[src/rtl/uart_pkg.sv]
// Shared UART types: parity modes, receiver FSM states and line-rate limits.
package uart_pkg;

   typedef enum logic [1:0] {
      NONE = 2'd0,
      EVEN = 2'd1,
      ODD  = 2'd2,
      RSVD = 2'd3
   } parity_mode_e;

   typedef enum logic [2:0] {
      IDLE,
      START,
      DATA,
      PARITY,
      STOP,
      BREAK
   } rx_state_e;

   localparam int UART_MIN_CPB = 4;

   // RSVD behaves exactly like NONE: no parity slot in the frame.
   function automatic logic parity_enabled(input parity_mode_e mode);
      return (mode == EVEN) || (mode == ODD);
   endfunction

endpackage

[src/rtl/uart_rx_sync.sv]
// Metastability chain for the asynchronous rx pin plus falling-edge detect
// on the synchronised line. All stages reset to the idle (high) level.
module uart_rx_sync #(
   parameter int SYNC_STAGES = 2
) (
   input  logic clk,
   input  logic rst_n,
   input  logic rx,
   output logic rxs,
   output logic fall
);

   logic [SYNC_STAGES-1:0] sync_reg;
   logic [SYNC_STAGES-1:0] sync_next;
   logic                   rxs_prev_reg;

   generate
      for (genvar gi = 0; gi < SYNC_STAGES; gi++) begin : g_sync
         if (gi == 0) begin : g_first
            assign sync_next[gi] = rx;
         end else begin : g_chain
            assign sync_next[gi] = sync_reg[gi-1];
         end
      end
   endgenerate

   always_ff @(posedge clk or negedge rst_n) begin
      if (!rst_n) begin
         sync_reg     <= '1;
         rxs_prev_reg <= 1'b1;
      end else begin
         sync_reg     <= sync_next;
         rxs_prev_reg <= sync_reg[SYNC_STAGES-1];
      end
   end

   assign rxs  = sync_reg[SYNC_STAGES-1];
   assign fall = rxs_prev_reg & ~rxs;

endmodule

[src/rtl/uart_rx_frame.sv]
// Parametrised UART receiver: configurable width, parity, stop bits, break
// recovery, overrun flag and valid/ready output. UART_RX_MAJORITY_EN selects 3-sample voting.
module uart_rx_frame
   import uart_pkg::*;
#(
   parameter int DATA_W      = 8,
   parameter int CPB_W       = 13,
   parameter int SYNC_STAGES = 2
) (
   input  logic              clk,
   input  logic              rst_n,
   input  logic              rx,
   input  logic [CPB_W-1:0]  clk_per_bit,
   input  logic [1:0]        parity_mode,
   input  logic              stop_bits,
   output logic [DATA_W-1:0] rx_data,
   output logic              rx_valid,
   input  logic              rx_ready,
   output logic              frame_error,
   output logic              parity_error,
   output logic              overrun_error,
   output logic              busy
);

   localparam int BIT_W = $clog2(DATA_W + 1);

   logic rxs;
   logic fall;

   uart_rx_sync #(
      .SYNC_STAGES(SYNC_STAGES)
   ) u_sync (
      .clk  (clk),
      .rst_n(rst_n),
      .rx   (rx),
      .rxs  (rxs),
      .fall (fall)
   );

   rx_state_e          state_reg, state_next;
   logic [CPB_W-1:0]   cnt_reg, cnt_next;
   logic [CPB_W-1:0]   cpb_reg, cpb_next;
   parity_mode_e       par_reg, par_next;
   logic               two_stop_reg, two_stop_next;
   logic [BIT_W-1:0]   bit_idx_reg, bit_idx_next;
   logic               stop_idx_reg, stop_idx_next;
   logic [DATA_W-1:0]  shift_reg, shift_next;
   logic               perr_acc_reg, perr_acc_next;
   logic               ferr_acc_reg, ferr_acc_next;
   logic [DATA_W-1:0]  rx_data_reg, rx_data_next;
   logic               rx_valid_reg, rx_valid_next;
   logic               frame_err_reg, frame_err_next;
   logic               parity_err_reg, parity_err_next;
   logic               overrun_reg, overrun_next;

   logic [CPB_W-1:0]   half;
   logic [CPB_W-1:0]   cnt_inc;
   logic               slot_end;
   logic               sample_tick;
   logic               sample_bit;
   logic               complete;
   logic               ferr_final;

   assign half     = cpb_reg >> 1;
   assign slot_end = (cnt_reg == cpb_reg - CPB_W'(1));
   assign cnt_inc  = slot_end ? '0 : cnt_reg + CPB_W'(1);

`ifdef UART_RX_MAJORITY_EN
   // hist_reg[1] holds rxs at half-1 and hist_reg[0] at half when cnt reaches half+1.
   logic [1:0] hist_reg;

   always_ff @(posedge clk or negedge rst_n) begin
      if (!rst_n) hist_reg <= 2'b11;
      else        hist_reg <= {hist_reg[0], rxs};
   end

   assign sample_tick = (cnt_reg == half + CPB_W'(1));
   assign sample_bit  = (hist_reg[1] & hist_reg[0]) | (hist_reg[1] & rxs) | (hist_reg[0] & rxs);
`else
   assign sample_tick = (cnt_reg == half);
   assign sample_bit  = rxs;
`endif

   always_ff @(posedge clk or negedge rst_n) begin
      if (!rst_n) begin
         state_reg      <= IDLE;
         cnt_reg        <= '0;
         cpb_reg        <= CPB_W'(UART_MIN_CPB);
         par_reg        <= NONE;
         two_stop_reg   <= 1'b0;
         bit_idx_reg    <= '0;
         stop_idx_reg   <= 1'b0;
         shift_reg      <= '0;
         perr_acc_reg   <= 1'b0;
         ferr_acc_reg   <= 1'b0;
         rx_data_reg    <= '0;
         rx_valid_reg   <= 1'b0;
         frame_err_reg  <= 1'b0;
         parity_err_reg <= 1'b0;
         overrun_reg    <= 1'b0;
      end else begin
         state_reg      <= state_next;
         cnt_reg        <= cnt_next;
         cpb_reg        <= cpb_next;
         par_reg        <= par_next;
         two_stop_reg   <= two_stop_next;
         bit_idx_reg    <= bit_idx_next;
         stop_idx_reg   <= stop_idx_next;
         shift_reg      <= shift_next;
         perr_acc_reg   <= perr_acc_next;
         ferr_acc_reg   <= ferr_acc_next;
         rx_data_reg    <= rx_data_next;
         rx_valid_reg   <= rx_valid_next;
         frame_err_reg  <= frame_err_next;
         parity_err_reg <= parity_err_next;
         overrun_reg    <= overrun_next;
      end
   end

   always_comb begin
      state_next      = state_reg;
      cnt_next        = cnt_reg;
      cpb_next        = cpb_reg;
      par_next        = par_reg;
      two_stop_next   = two_stop_reg;
      bit_idx_next    = bit_idx_reg;
      stop_idx_next   = stop_idx_reg;
      shift_next      = shift_reg;
      perr_acc_next   = perr_acc_reg;
      ferr_acc_next   = ferr_acc_reg;
      rx_data_next    = rx_data_reg;
      rx_valid_next   = rx_valid_reg;
      frame_err_next  = frame_err_reg;
      parity_err_next = parity_err_reg;
      overrun_next    = 1'b0;
      complete        = 1'b0;
      ferr_final      = ferr_acc_reg;

      case (state_reg)
         IDLE: begin
            if (fall) begin
               // Configuration is frozen here for the whole frame.
               cpb_next      = (clk_per_bit < CPB_W'(UART_MIN_CPB)) ? CPB_W'(UART_MIN_CPB)
                                                                     : clk_per_bit;
               par_next      = parity_mode_e'(parity_mode);
               two_stop_next = stop_bits;
               cnt_next      = '0;
               bit_idx_next  = '0;
               stop_idx_next = 1'b0;
               perr_acc_next = 1'b0;
               ferr_acc_next = 1'b0;
               state_next    = START;
            end
         end
         START: begin
            cnt_next = cnt_inc;
            if (sample_tick && sample_bit) state_next = IDLE;
            else if (slot_end)             state_next = DATA;
         end
         DATA: begin
            cnt_next = cnt_inc;
            if (sample_tick) begin
               shift_next   = {sample_bit, shift_reg[DATA_W-1:1]};
               bit_idx_next = bit_idx_reg + BIT_W'(1);
            end
            if (slot_end && bit_idx_reg == BIT_W'(DATA_W))
               state_next = parity_enabled(par_reg) ? PARITY : STOP;
         end
         PARITY: begin
            cnt_next = cnt_inc;
            if (sample_tick)
               perr_acc_next = sample_bit != ((^shift_reg) ^ (par_reg == ODD));
            if (slot_end) state_next = STOP;
         end
         STOP: begin
            cnt_next = cnt_inc;
            if (sample_tick) begin
               ferr_final    = ferr_acc_reg | ~sample_bit;
               ferr_acc_next = ferr_final;
               if (stop_idx_reg == two_stop_reg) begin
                  complete   = 1'b1;
                  state_next = rxs ? IDLE : BREAK;
               end
            end else if (slot_end) begin
               stop_idx_next = 1'b1;
            end
         end
         BREAK: begin
            if (rxs) state_next = IDLE;
         end
         default: state_next = IDLE;
      endcase

      // A word held unaccepted blocks the new one; a same-cycle accept frees the slot.
      if (complete) begin
         if (!rx_valid_reg || rx_ready) begin
            rx_data_next    = shift_reg;
            parity_err_next = perr_acc_reg;
            frame_err_next  = ferr_final;
            rx_valid_next   = 1'b1;
         end else begin
            overrun_next = 1'b1;
         end
      end else if (rx_valid_reg && rx_ready) begin
         rx_valid_next = 1'b0;
      end
   end

   assign rx_data       = rx_data_reg;
   assign rx_valid      = rx_valid_reg;
   assign frame_error   = frame_err_reg;
   assign parity_error  = parity_err_reg;
   assign overrun_error = overrun_reg;
   assign busy          = (state_reg != IDLE);

endmodule

[config.mk]
export PLATFORM = sky130hd
export DESIGN_NAME = uart_rx_frame
export DESIGN_NICKNAME = d
export VERILOG_FILES = /design/src/rtl/uart_pkg.sv /design/src/rtl/uart_rx_sync.sv /design/src/rtl/uart_rx_frame.sv
export SDC_FILE = /design/constraint.sdc
export NUM_CORES = 1
export LEC_CHECK = 0
export CAP_MARGIN = 30
export CORE_ASPECT_RATIO = 1.4
export CORE_UTILIZATION = 60
export DETAILED_ROUTE_END_ITERATION = 10
export GPL_ROUTABILITY_DRIVEN = 1
export PLACE_DENSITY = 0.91
export SLEW_MARGIN = 20
export SYNTH_ARGS = -nofsm -noshare
export SYNTH_HDL_FRONTEND = slang
export SYNTH_SLANG_ARGS = --single-unit
[constraint.sdc]
create_clock -name clk -period 8.6 [get_ports clk]
set_input_delay 2.15 -clock clk [delete_from_list [all_inputs] [get_ports clk]]
set_output_delay 2.15 -clock clk [all_outputs]
set_load 0.05 [all_outputs]
* After elaboration in Yosys (flattened, before gate mapping)
Index checks and enable logic that the tools add are counted.
Storage, ports and cells: bits in registers 62, bits of input ports 20, output and inout port bits 13
Cells by class: add/sub/neg operators 3, $lt $le $gt $ge 1, eq/ne operators 24, muxes and demuxes 35, bitwise gates (word level) 4, reductions and logical operators 25
Operators by type and width (count):
- $mux W13 | 3
- $mux W3 | 10
- $pmux W13 S2 | 1
- $ne A2 B2 Y1 const B | 9
- $pmux W3 S6 | 1
- $mux W1 | 14
- $add A13 B1 Y13 const B | 1
- $eq A13 B12 Y1 | 1
- $eq A13 B13 Y1 | 1
- $lt A13 B3 Y1 const B | 1
- $sub A13 B1 Y13 const B | 1
- $reduce_and A2 Y1 | 6
- $reduce_bool A2 Y1 | 5
- $mux W4 | 2
- $pmux W4 S2 | 1
- $reduce_xor A8 Y1 | 1
- $reduce_and A7 Y1 | 1
- $eq A3 B2 Y1 const B | 2
- $eq A3 B3 Y1 const B | 2
- $pmux W1 S2 | 3
- $reduce_and A3 Y1 | 2
- $add A4 B1 Y4 const B | 1
- $eq A4 B4 Y1 const B | 1
- $ne A2 B1 Y1 const B | 2
- 17 further kinds | 20

* Logic depth before layout (Yosys ltp)
Gate-level depths: netlist (run 1).
depth in word-level cells 6, depth in mapped cells 11, gate-level depth less buffers 9

* Modules after synthesis
Synthesis (run 1) repeated with hierarchy kept, for this count alone.
Second synthesis, totals: cells, all modules 389, area total of the unflattened synthesis 3628.5 um2
Modules (own cells, without submodules):
- uart_rx_frame | times used 1, cells each 385, area an instance 3535.9 um2, seq. area each 1477.7 um2
- uart_rx_sync | times used 1, cells each 4, area an instance 92.6 um2, seq. area each 78.8 um2

* Worst setup path before layout (run 1)
OpenSTA, ideal clock, no wires.
path kind register -> output, from reg state_reg[0], to out busy, data arrival time 1.217 ns, data required time 6.450 ns, path slack 5.233 ns, cell stages (with the launch flop) 4, cells stage by stage dfrtp_1 clkbuf_1 or3_1 clkbuf_1
Between the ends: cells in the longest elaborated chain, start to end 1
Ends and longest elaborated chain:
- from (decl) | RTL line uart_rx_frame.sv:40 | rx_state_e state_reg, state_next;
- from (signal assigned) | RTL line uart_rx_frame.sv:102 | state_reg <= state_next;
- $reduce_bool A3 Y1 | RTL line uart_rx_frame.sv:214 | assign busy = (state_reg != IDLE);
- to (decl) | RTL line uart_rx_frame.sv:22 | output logic busy
No other way between the ends.

* Worst setup path after layout (run 1)
from reg state_reg[2], to out busy
Same word-level chain as after synthesis.

==> results by group, run 1 <==
Status
  • Status: complete, no violations

Drt
  • Avg WL per Cell: approximately 17 µm
  • First drt pass iteration count: 4
  • Routed Wire Length: around 7600 µm
  • Post-DRT Antenna Nets: 0
  • Vias/cell: around 6
  • Initial drt markers: 229
  • DRC Markers: 0
  • Vias: 2694

Power and ir drop
  • Clock share of power: 0.197
  • Pwr dens: 286 mW/mm²
  • Gate power share: 0.388
  • VDD IR-drop max: between 0.15 and 0.2 mV
  • Sequential power share: 0.415
  • Int Pwr: around 0.65 mW
  • NetSw: 0.471 mW
  • Switching share of power: 0.421
  • Leak pwr: roughly 1.8 nW

Synthesis
  • Syn_nets: ~380
  • Register area share after synthesis: 0.455
  • Synth Flop Type: dfrtp_1
  • Syn Std Cell Area: between 0.003 and 0.004 mm²
  • Synth warnings: 0
  • EDFF count, synth: 0
  • Syn Inst Count: approximately 350
  • Async S/R FF share, synth: 1.00
  • Most common cell in the synthesized netlist: dfrtp_1
  • Mean Syn Cell Area: about 9.7 µm²
  • Yosys top cell by area: dfrtp_1
  • Synth top area share: 0.425
  • Seq cells post-synth: 62
  • Top post-synthesis cells by area: dfrtp_1, mux2_2, xnor2_1
  • Commonest cells post-synth: dfrtp_1, nand2_1, xnor2_1
  • Synth cell types: 50

CTS
  • Clock latency on the worst-skew pair: ~350 ps
  • TritonCTS buffer count: 9
  • CTS tree: yes
  • Clock tree buffer depth: 2
  • Root Driver: clkbuf_8
  • Post-CTS setup buffers: 0
  • CTS HTree Levels: 3
  • PostCTS Resize Cnt: 0
  • Worst-path clk slew: around 60 ps
  • # hold bufs at CTS: 0
  • CTS sink count: slightly above 60

Floorplanning
  • Core Rows: 32
  • DIE HEIGHT: a little over 90 µm
  • IO Pins: 33
  • Core footprint: 0.00549 mm²
  • Area of the die: between 0.006 and 0.007 mm²
  • Die Wd: approximately 66 µm
  • Starting density of the core: 0.623

Worst setup path
  • Crit path max-delay family: buffers and inverters
  • Crit path cell chain: or3_1, clkdlybuf4s50_1
  • Crit end category: output pin
  • R2r setup slk: roughly 5400 ps
  • Worst Path Max Fanout: 14
  • Bufs and invs on worst path: 1
  • Crit path largest cell delay: around 740 ps
  • Worst setup path class: flip-flop to output pin
  • Crit path launch type: flip-flop
  • Slowest-stage cell, CP: clkdlybuf4s50_1
  • WP data required: approximately 6500 ps
  • CP arrival: around 2000 ps

Place
  • Port Buffer Count: 32
  • DP HPWL: between 5000 and 6000 µm
  • Dpl ws: between 4000 and 5000 ps
  • Dpl cells: 434
  • Placer congestion estimate: just under 0.9

Timing
  • Final setup violation count: 0
  • Tmin final: 4190 ps
  • Period Utilization, post-route: 0.487
  • Least-Margin Pin Slew: just under 800 ps
  • Setup TNS: 0 ps
  • Relative slew slack: 0.480
  • RSZ-0062 raised after global routing: false
  • Max frequency: between 200 and 250 MHz
  • Worst Skew: approximately 11 ps
  • Final Hold Fails: 0
  • Worst setup margin: ~4400 ps
  • Final Max Tran Viols: 0

Finish
  • Reg area: ~0.0016 mm²
  • Fin nets: approximately 400
  • Non-filler cells, final: 450
  • # fillers: around 380
  • Share of cells above drive strength 1: 0.120
  • Area growth from synthesis to layout: 14.4%
  • Multi-input gate area: between 0.0015 and 0.002 mm²
  • Fin util: 0.713
  • N_diodes: 0

Global route
  • Largest net degree at the start of global routing: between 60 and 70
  • All-Layer GR Usage: 0.278
  • Vias in the first global route: around 2700
  • Remaining global-route overflow: 0
  • Initial antenna violation count: 0
  • First-pass GRT wire length: about 12000 µm

Min path
  • Worst min path class: flip-flop to flip-flop

Flow run
  • Max Cap Viol: 0
[worst register-to-register path, cell delays in order (launching register included)]
cell and delay (ps):
dfrtp_1 500, or4_4 600, o31ai_1 270, a21oi_1 100, a211oi_1 540, o311a_1 740, a21oi_1 160, a31oi_1 180
[cell type report]
class,count,share of cell area
clock buffers,10,0.0326
clock inverters,6,0.00992
inverters,10,0.00960
multi-input cells,259,0.442
flip-flops and latches,62,0.398
well taps,68,0.0218
repair buffers,35,0.0864
[metal layers]
layer  vias up  track usage  wire [µm]
met5         -            0          0
met4         0        0.158        240
met3        23       0.0578        294
met2        78        0.474       4090
met1      1311        0.310       2990
li1       1282            -          -
[cells by family (layout without fill, tap and decap cells)]
kind of cell             after synthesis  after routing  share of synthesized area
buffers and inverters                 31             61                     0.0392
XOR/XNOR                              42             42                      0.108
AO/OA/AOI/OAI                         63             63                      0.118
AND/OR/NAND/NOR                      129            129                      0.196
multiplexers                          20             20                     0.0652
adder cells (fa/ha/maj)                5              5                     0.0183
flip-flops                            62             62                      0.455
[placed cells by master (no fill, tap or decap), drive strengths merged, types with 3 or more instances in the layout]
cell type and count:
nand3 4, nor2 15, xnor2 22, buf 4
and3 9, clkinv 4, xor2 20, a21oi 17
dfrtp 58, clkdlybuf4s50 31, ha 5, o21a 3
or3 3, inv 10, nor4 8, clkbuf 10
nand4 4, nor3 11, o21ai 10, mux2 18
nand2 49, or4 3, a22o 3, dfstp 4
nand2b 14, a31oi 12
[final timing paths]
path / endpoint / start / cells after the start
worst max-delay path: busy / state_reg[2] / 2
worst min-delay path: u_sync.sync_reg[1] / u_sync.sync_reg[0] / 0
worst min register to register: u_sync.sync_reg[1] / u_sync.sync_reg[0] / 0
worst max register to register: cnt_reg[9] / cpb_reg[3] / 7
max in group asynchronous: shift_reg[7] / rst_n / 2
min in group asynchronous: cnt_reg[0] / rst_n / 2
[stage by stage]
step	cell area, µm²	hold WS [ps]	total power [mW]
2_1_floorplan	3420	345	0.793
3_3_place_gp	3740	346	0.865
3_5_place_dp	3740	348	0.892
4_1_cts	3910	357	1.11
5_1_grt	3910	363	1.19
6_report	3910	355	1.12
[power groups by stage]
stage | clock network (mW) | registers [mW] | logic (mW)
after detailed placement | 0 | 0.466 | 0.426
after CTS | 0.224 | 0.461 | 0.431
after global placement | 0 | 0.462 | 0.403
final | 0.221 | 0.464 | 0.434
after global routing | 0.235 | 0.473 | 0.480
after floorplan | 0 | 0.407 | 0.386
No activity file was read; power rests on OpenSTA's default activity.
==> inputs of run 2 (changes only) <==
- CORE_UTILIZATION: 60 -> 52
- PLACE_DENSITY: 0.91 -> 0.84
- clock period: 8.6 -> 3.8 ns (I/O delays scaled with it)
==> run 2 against run 1 <==
  * Wire length down 4.1%
  * Total power up 130%
  * Die area up 15%
  * Non-clock buffer count unchanged
  * Clock skew down 2.3 ps
  * Clock power up 140%
  * Core utilization down 8.8 points
  * Sequential power up 130%
  * Sequential share of layout area down 0.22 points
  * Critical path type is now flip-flop to flip-flop
==> results by group, run 2 (synthesized netlist as in run 1, its figures left out) <==
Status
  • Status: complete, no violations

Finish
  • Area growth from synthesis to layout: 15.0%
  • Reg area: 0.00156 mm² (unchanged)
  • Commonest non-fill, non-tap cell in the layout: dfrtp_1
  • # fillers: 513 (+35%)
  • Multi-input gate area: 0.00173 mm² (unchanged)
  • Share of cells above drive strength 1: 0.123 (+0.00262)
  • Final Cell Area: 0.00393 mm² (+0.54%)
  • Fin nets: 402 (unchanged)
  • Fin util: 0.625 (-0.0884)
  • Commonest cells after routing, fill and taps aside: dfrtp_1, nand2_1, clkdlybuf4s50_1
  • N_diodes: 0 (unchanged)

Global route
  • All-Layer GR Usage: 0.226 (-0.0515)
  • First-pass GRT wire length: 12100 µm (-2.2%)
  • Vias in the first global route: 2604 (-4.0%)
  • Largest net degree at the start of global routing: 46 (-27%)
  • Remaining global-route overflow: 0 (unchanged)
  • Initial antenna violation count: 0 (unchanged)

Timing
  • Period Utilization, post-route: 0.807
  • Worst setup margin: 734 ps (-3680 ps)
  • Final setup violation count: 0 (unchanged)
  • Worst Skew: 8.29 ps (-2.26 ps)
  • Relative slew slack: 0.520 (+0.0398)
  • RSZ-0062 raised after global routing: false
  • Final Hold Fails: 0 (unchanged)
  • Tmin final: between 3000 and 4000 ps
  • Least-Margin Pin Slew: 720 ps (-59.7 ps)
  • Max frequency: approximately 330 MHz
  • Setup TNS: 0 ps (unchanged)
  • Hold slack: 358 ps (+2.71 ps)
  • Final Max Tran Viols: 0 (unchanged)

Drt
  • Routed Wire Length: 7310 µm (-4.1%)
  • Avg WL per Cell: 16.1 µm (-5.0%)
  • Vias/cell: 5.90 (-1.4%)
  • DRC Markers: 0 (unchanged)
  • Initial drt markers: 195 (-15%)
  • First drt pass iteration count: 6 (+2)
  • Vias: 2679 (-0.56%)
  • Post-DRT Antenna Nets: 0 (unchanged)

Worst setup path
  • CP arrival: 3300 ps (+1260 ps)
  • Crit end category: flip-flop
  • FF-to-FF path depth: 8 (+1)
  • WP data required: 4040 ps (-2410 ps)
  • Crit path launch type: flip-flop
  • Worst Path Max Fanout: 22 (+8)
  • Worst setup path class: flip-flop to flip-flop

Floorplanning
  • Area of the die: 0.00691 mm² (+15%)
  • Die Wd: 70.5 µm (+7.2%)
  • DIE HEIGHT: 97.9 µm (+7.3%)
  • Starting density of the core: 0.543 (-0.0802)
  • IO Pins: 33 (unchanged)
  • Core footprint: 0.00630 mm² (+15%)
  • Core Rows: 34 (+6.3%)

CTS
  • Worst-path clk slew: 70 ps (about the same)
  • TritonCTS buffer count: 9 (unchanged)
  • PostCTS Resize Cnt: 0 (unchanged)
  • CTS tree: yes
  • Clock tree buffer depth: 2 (unchanged)
  • # hold bufs at CTS: 0 (unchanged)
  • Root Driver: clkbuf_8
  • Clock latency on the worst-skew pair: 350 ps (about the same)
  • CTS HTree Levels: 3 (unchanged)
  • Post-CTS setup buffers: 0 (unchanged)
  • CTS sink count: 62 (unchanged)

Power and ir drop
  • Pwr dens: 648 mW/mm² (+130%)
  • Leak pwr: 1.80 nW (+0.53%)
  • VDD IR-drop max: 0.310 mV (+91%)

Place
  • Dpl ws: 767 ps (-4010 ps)
  • Area after DPL: 0.00375 mm² (+0.13%)
  • DP HPWL: 5250 µm (-1.7%)
  • Port Buffer Count: 32 (unchanged)
  • Placer congestion estimate: 0.975 (+11%)

Min path
  • Hold depth: 0 (unchanged)
  • Worst min path class: flip-flop to flip-flop

Flow run
  • Max Cap Viol: 0 (unchanged)
run 2: final cells by class:
class                      count  share of cell area
clock inverter                 7              0.0143
tap                           72              0.0229
sequential                    62               0.396
clock buffer                   9              0.0315
timing repair buffer          35              0.0865
multi-input combinational    259               0.439
inverter                      10             0.00955
run 2: layer usage:
layer / global-route usage / share of wire / up-vias
li1: - / - / 1281
met3: 0.0568 / 0.045 / 16
met5: 0 / 0 / -
met4: 0.105 / 0.018 / 0
met2: 0.394 / 0.53 / 67
met1: 0.259 / 0.41 / 1315
run 2: path summary, 6_finish.rpt:
| kind | endpoint | slack [ps] | start |
|---|---|---|---|
| setup / recovery | cnt_reg[0] | 730 | cpb_reg[1] |
| hold / removal | u_sync.sync_reg[1] | 360 | u_sync.sync_reg[0] |
| setup reg to reg | cnt_reg[0] | 730 | cpb_reg[1] |
| hold reg to reg | u_sync.sync_reg[1] | 360 | u_sync.sync_reg[0] |
| max in group asynchronous | two_stop_reg | 2550 | rst_n |
| min in group asynchronous | cnt_reg[5] | 590 | rst_n |
run 2: stage by stage:
step	power, mW	std cells
final	2.55	454
after global routing	2.71	454
after CTS	2.54	454
after detailed placement	2.01	438
after global placement	1.96	438
after floorplan	1.80	352
run 2: worst max-delay path: stages, from the launching register on:
cell	delay [ps]
dfrtp_1	430
inv_1	90
ha_1	250
nor3b_1	240
o21ai_0	130
a211o_1	310
or4_1	520
o311a_1	610
mux2_2	370
run 2: power breakdown:
part,internal (mW),switching [mW]
clock,0.244,0.280
combinational,0.435,0.533
sequential,0.796,0.259
